==> src/rtl/sha_round_ctrl_pkg.sv <==
// Shared constants and state encoding for the SHA-256 round controller.
// Also used by the hash datapath and the W-schedule blocks.
package sha_round_ctrl_pkg;

    localparam int ROUNDS      = 64;
    localparam int IDX_W       = 6;
    localparam int SCHED_START = 16;

    localparam logic [IDX_W-1:0] LAST_IDX  = IDX_W'(ROUNDS - 1);
    localparam logic [IDX_W-1:0] SCHED_IDX = IDX_W'(SCHED_START);

    typedef enum logic [2:0] {
        S_IDLE,
        S_INIT,
        S_WAIT_BLK,
        S_LOAD,
        S_ROUND,
        S_UPDATE,
        S_DONE
    } state_t;

endpackage

==> src/rtl/sha_round_ctrl.sv <==
// SHA-256 control unit: sequences a message block by block through the rounds.
// Optional SHA_CTRL_ABORT_EN adds a synchronous i_abort that returns to IDLE.
module sha_round_ctrl
    import sha_round_ctrl_pkg::*;
(
    input  logic             clk,
    input  logic             reset_n,
    input  logic             i_start,
    input  logic             i_blk_valid,
    input  logic             i_blk_last,
    output logic             o_blk_ready,
    output logic             o_init_h,
    output logic             o_load_wv,
    output logic             o_round_en,
    output logic [IDX_W-1:0] o_round_idx,
    output logic             o_w_sel_sched,
    output logic             o_upd_h,
    output logic             o_busy,
    output logic             o_digest_valid,
`ifdef SHA_CTRL_ABORT_EN
    input  logic             i_abort,
`endif
    input  logic             i_digest_ready
);

    state_t           state_q;
    state_t           state_d;
    logic [IDX_W-1:0] cnt_q;
    logic [IDX_W-1:0] cnt_d;
    logic             last_q;
    logic             last_d;

    always_ff @(posedge clk or negedge reset_n) begin
        if (!reset_n) begin
            state_q <= S_IDLE;
            cnt_q   <= '0;
            last_q  <= 1'b0;
        end else begin
            state_q <= state_d;
            cnt_q   <= cnt_d;
            last_q  <= last_d;
        end
    end

    always_comb begin
        state_d = state_q;
        cnt_d   = cnt_q;
        last_d  = last_q;
        unique case (state_q)
            S_IDLE: begin
                if (i_start) state_d = S_INIT;
            end
            S_INIT: begin
                state_d = S_WAIT_BLK;
            end
            S_WAIT_BLK: begin
                if (i_blk_valid) begin
                    last_d  = i_blk_last;
                    state_d = S_LOAD;
                end
            end
            S_LOAD: begin
                cnt_d   = '0;
                state_d = S_ROUND;
            end
            S_ROUND: begin
                // Wrap explicitly at the last round, not at 2^IDX_W.
                if (cnt_q == LAST_IDX) begin
                    cnt_d   = '0;
                    state_d = S_UPDATE;
                end else begin
                    cnt_d = cnt_q + 1'b1;
                end
            end
            S_UPDATE: begin
                state_d = last_q ? S_DONE : S_WAIT_BLK;
            end
            S_DONE: begin
                if (i_digest_ready) state_d = S_IDLE;
            end
            default: begin
                state_d = S_IDLE;
                cnt_d   = '0;
            end
        endcase
`ifdef SHA_CTRL_ABORT_EN
        // Abort overrides everything; H is left untouched.
        if (i_abort) begin
            state_d = S_IDLE;
            cnt_d   = '0;
        end
`endif
    end

    logic in_round;

    assign in_round       = (state_q == S_ROUND);
    assign o_blk_ready    = (state_q == S_WAIT_BLK);
    assign o_init_h       = (state_q == S_INIT);
    assign o_load_wv      = (state_q == S_LOAD);
    assign o_round_en     = in_round;
    assign o_round_idx    = in_round ? cnt_q : '0;
    assign o_w_sel_sched  = in_round && (cnt_q >= SCHED_IDX);
    assign o_upd_h        = (state_q == S_UPDATE);
    assign o_busy         = (state_q != S_IDLE);
    assign o_digest_valid = (state_q == S_DONE);

endmodule
==> config.mk <==
export PLATFORM = sky130hd
export DESIGN_NAME = sha_round_ctrl
export DESIGN_NICKNAME = d
export VERILOG_FILES = /design/src/rtl/sha_round_ctrl_pkg.sv /design/src/rtl/sha_round_ctrl.sv
export SDC_FILE = /design/constraint.sdc
export NUM_CORES = 1
export LEC_CHECK = 0
export CORE_UTILIZATION = 46
export CTS_CLUSTER_DIAMETER = 60
export CTS_CLUSTER_SIZE = 30
export DETAILED_ROUTE_END_ITERATION = 12
export GPL_TIMING_DRIVEN = 0
export PLACE_DENSITY = 0.8
export SLEW_MARGIN = 20
export SYNTH_ARGS = -nofsm -noshare
export SYNTH_HDL_FRONTEND = slang
export SYNTH_SLANG_ARGS = --single-unit
==> constraint.sdc <==
create_clock -name clk -period 4.3 [get_ports clk]
set_input_delay 0.86 -clock clk [delete_from_list [all_inputs] [get_ports clk]]
set_output_delay 0.86 -clock clk [all_outputs]
set_load 0.01 [all_outputs]
==> impl_metrics.env <==
export IMPL_cp_required_ns=3.44
export IMPL_dp_hpwl_um=919
export IMPL_finalHoldViolations=0
export IMPL_drive_above_1_share_pct=11.8
export IMPL_wl_mm=1.23
export IMPL_synth_warnings=0
export IMPL_globalplace_congestion=0.849
export IMPL_cp_arrival_ns=2.20
export IMPL_syn_cell_area_um2=603
export IMPL_die_h_um=38.2
export IMPL_final_common_cell="clkdlybuf4s50_1"
export IMPL_finClkSkew_ns=0.00447
export IMPL_p_leak_nw=0.362
export IMPL_hp_class="register to register"
export IMPL_worstSetupStartpoint="state_q[1]"
export IMPL_drt_iter0_drc=4
export IMPL_antenna_found_initial=0
export IMPL_multi_input_area_um2=308
export IMPL_grt_total_usage_pct=21.9
export IMPL_start_util_pct=52.2
export IMPL_r2r_end="cnt_q[4]"
export IMPL_diodes=0
export IMPL_cts_clk_slew_worst_paths_ns=0.06
export IMPL_slew_headroom_pct=70.7
export IMPL_grt_setup_unrepaired="no"
export IMPL_critPathCaptureType="output port"
export IMPL_port_buffers=19
export IMPL_drv_slew=0
export IMPL_setup_ws_ns=1.24
export IMPL_irDropWorstVdd_uv=168
export IMPL_cts_sinks=10
export IMPL_core_mm2=0.00116
export IMPL_path_class="register to output port"
export IMPL_final_cells=107
export IMPL_setup_viol=0
export IMPL_fp_row_count=12
export IMPL_fmaxAchievable_mhz=327
export IMPL_syn_to_final_growth_pct=40.5
export IMPL_grt_pass1_vias=522
export IMPL_post_route_min_period_ns=3.06
export IMPL_grt_pass1_wl_mm=2.17
export IMPL_htreeDepth=1
export IMPL_outcome="finished clean"
export IMPL_numCtsBuffers=3
export IMPL_hold_path_startpoint="last_q"
export IMPL_fp_dieW_um=38.2
export IMPL_critPathMaxFanout=10
export IMPL_dp_cells=103
export IMPL_nFillCells=84
export IMPL_crit_end="o_round_idx[3]"
export IMPL_drt_wirelength_per_cell_um=11.5
export IMPL_cts_root_buffer="clkbuf_4"
export IMPL_synth_fp_nets=77
export IMPL_netlist_instances=70
export IMPL_worstSkewPairLatency_ns=0.26
export IMPL_cts_repair_resized=0
export IMPL_firstDrtPassIters=4
export IMPL_die_area_mm2=0.00146
export IMPL_reg2regPathDepth=7
export IMPL_grt_ovfl_total=0
export IMPL_ctsHoldBuffers=0
export IMPL_min_period_over_period_pct=71.2
export IMPL_dp_slack_ns=1.53
export IMPL_reg2reg_from="state_q[1]"
export IMPL_clockBufferDepth=2
export IMPL_power_density_mw_per_mm2=215
export IMPL_r2r_slack_ns=2.72
export IMPL_tightestPinTransition_ns=0.439
export IMPL_fin_tns_setup_ns=0
export IMPL_tritoncts="built"
export IMPL_drc=0
export IMPL_ys_ff_latch=10
export IMPL_fin_nets=101
export IMPL_final_cell_mix="clkdlybuf4s50_1, nor2_1, dfrtp_1"
export IMPL_start_kind="register"
export IMPL_pin_count=20
export IMPL_drv_cap=0
export IMPL_regArea_um2=250
export IMPL_ys_types=27
export IMPL_vias_per_cell=5.15
export IMPL_ant_nets=0
export IMPL_post_cts_buffers=0
export IMPL_synth_avg_cell_area_um2=8.62
export IMPL_vias=551
export IMPL_grt_max_degree=11
export IMPL_synth_yosys_seq_area_share_pct=41.5
## synthesized netlist by cell type, drive strengths merged
library cell / n / area share, %
a211oi: 1 / 2.1
a21o: 1 / 1.2
a21oi: 4 / 3.3
a221oi: 1 / 1.5
a22o: 1 / 1.5
and2: 7 / 7.3
and3: 1 / 1.0
buf: 4 / 6.2
dfrtp: 10 / 41
ha: 1 / 2.1
inv: 2 / 1.2
mux2: 1 / 1.9
nand2: 7 / 4.4
nand2b: 1 / 1.0
nand3: 2 / 1.7
nand4: 1 / 1.0
nor2: 12 / 7.5
nor2b: 1 / 1.0
o21ai: 6 / 5.0
o22ai: 1 / 1.0
or2b: 1 / 1.2
or3: 1 / 1.0
or3b: 1 / 1.5
xnor2: 2 / 2.9
## flip-flops by register name, indices dropped and copies added, names as in the netlist
name	cells
cnt_q	6
last_q	1
state_q	3
## cells by family after synthesis
family	after synthesis	share of synthesized area, %
xor gates and xnor gates	2	2.91
AOI/OAI and AO/OA	15	15.6
muxes	1	1.87
buffers and inverters	6	7.47
and+or+nand+nor	35	28.6
adders and majority gates	1	2.07
DFF	10	41.5
## layer usage
metal | vias to the layer above | track usage [%] | wire length [µm] | share of wire (%)
met5 | - | 0 | 0 | 0
met3 | 4 | 8.14 | 53 | 4.3
met2 | 13 | 33.5 | 577 | 47
li1 | 281 | - | - | -
met1 | 253 | 26.0 | 575 | 47
met4 | 0 | 12.5 | 21 | 1.7
## area by class of cell
type	count	area share, %
buffer	4	4.43
multi-input combinational	54	36.3
clock buffer	4	4.28
sequential	10	29.5
tap	14	2.07
timing repair buffer	19	22.5
inverter	2	0.886
## worst max-delay path: stages (launching register included)
cell and delay, ns:
dfrtp_1 0.37, buf_6 0.13, or3b_1 0.38, buf_6 0.14, inv_2 0.07, buf_4 0.15, and2_1 0.14, clkdlybuf4s50_1 0.55
## power by group
group / switching [mW] / internal (mW)
Sequential: 0 / 0.0941
Combinational: 0.00235 / 0.00418
Clock: 0.0298 / 0.0513
Total: 0.0322 / 0.150
## stage by stage
| step | power (mW) | instance area, µm² | hold slack, ns | util, % |
|---|---|---|---|---|
| after floorplan | 0.0962 | 603 | 0.478 | - |
| after global placement | 0.102 | 811 | 0.497 | 70.1 |
| after detailed placement | 0.102 | 811 | 0.507 | 70.1 |
| after CTS | 0.184 | 847 | 0.521 | 73.3 |
| after global routing | 0.190 | 847 | 0.543 | 73.3 |
| final | 0.182 | 847 | 0.520 | 73.3 |
## worst min-delay path by stage
stage | endpoint | cells after the start
final | last_q | 1
after floorplan | cnt_q[2] | 1
after global placement | last_q | 1
after global routing | last_q | 1
after CTS | last_q | 1
after detailed placement | last_q | 1
Note: power is estimated with default switching activity, not from simulation.
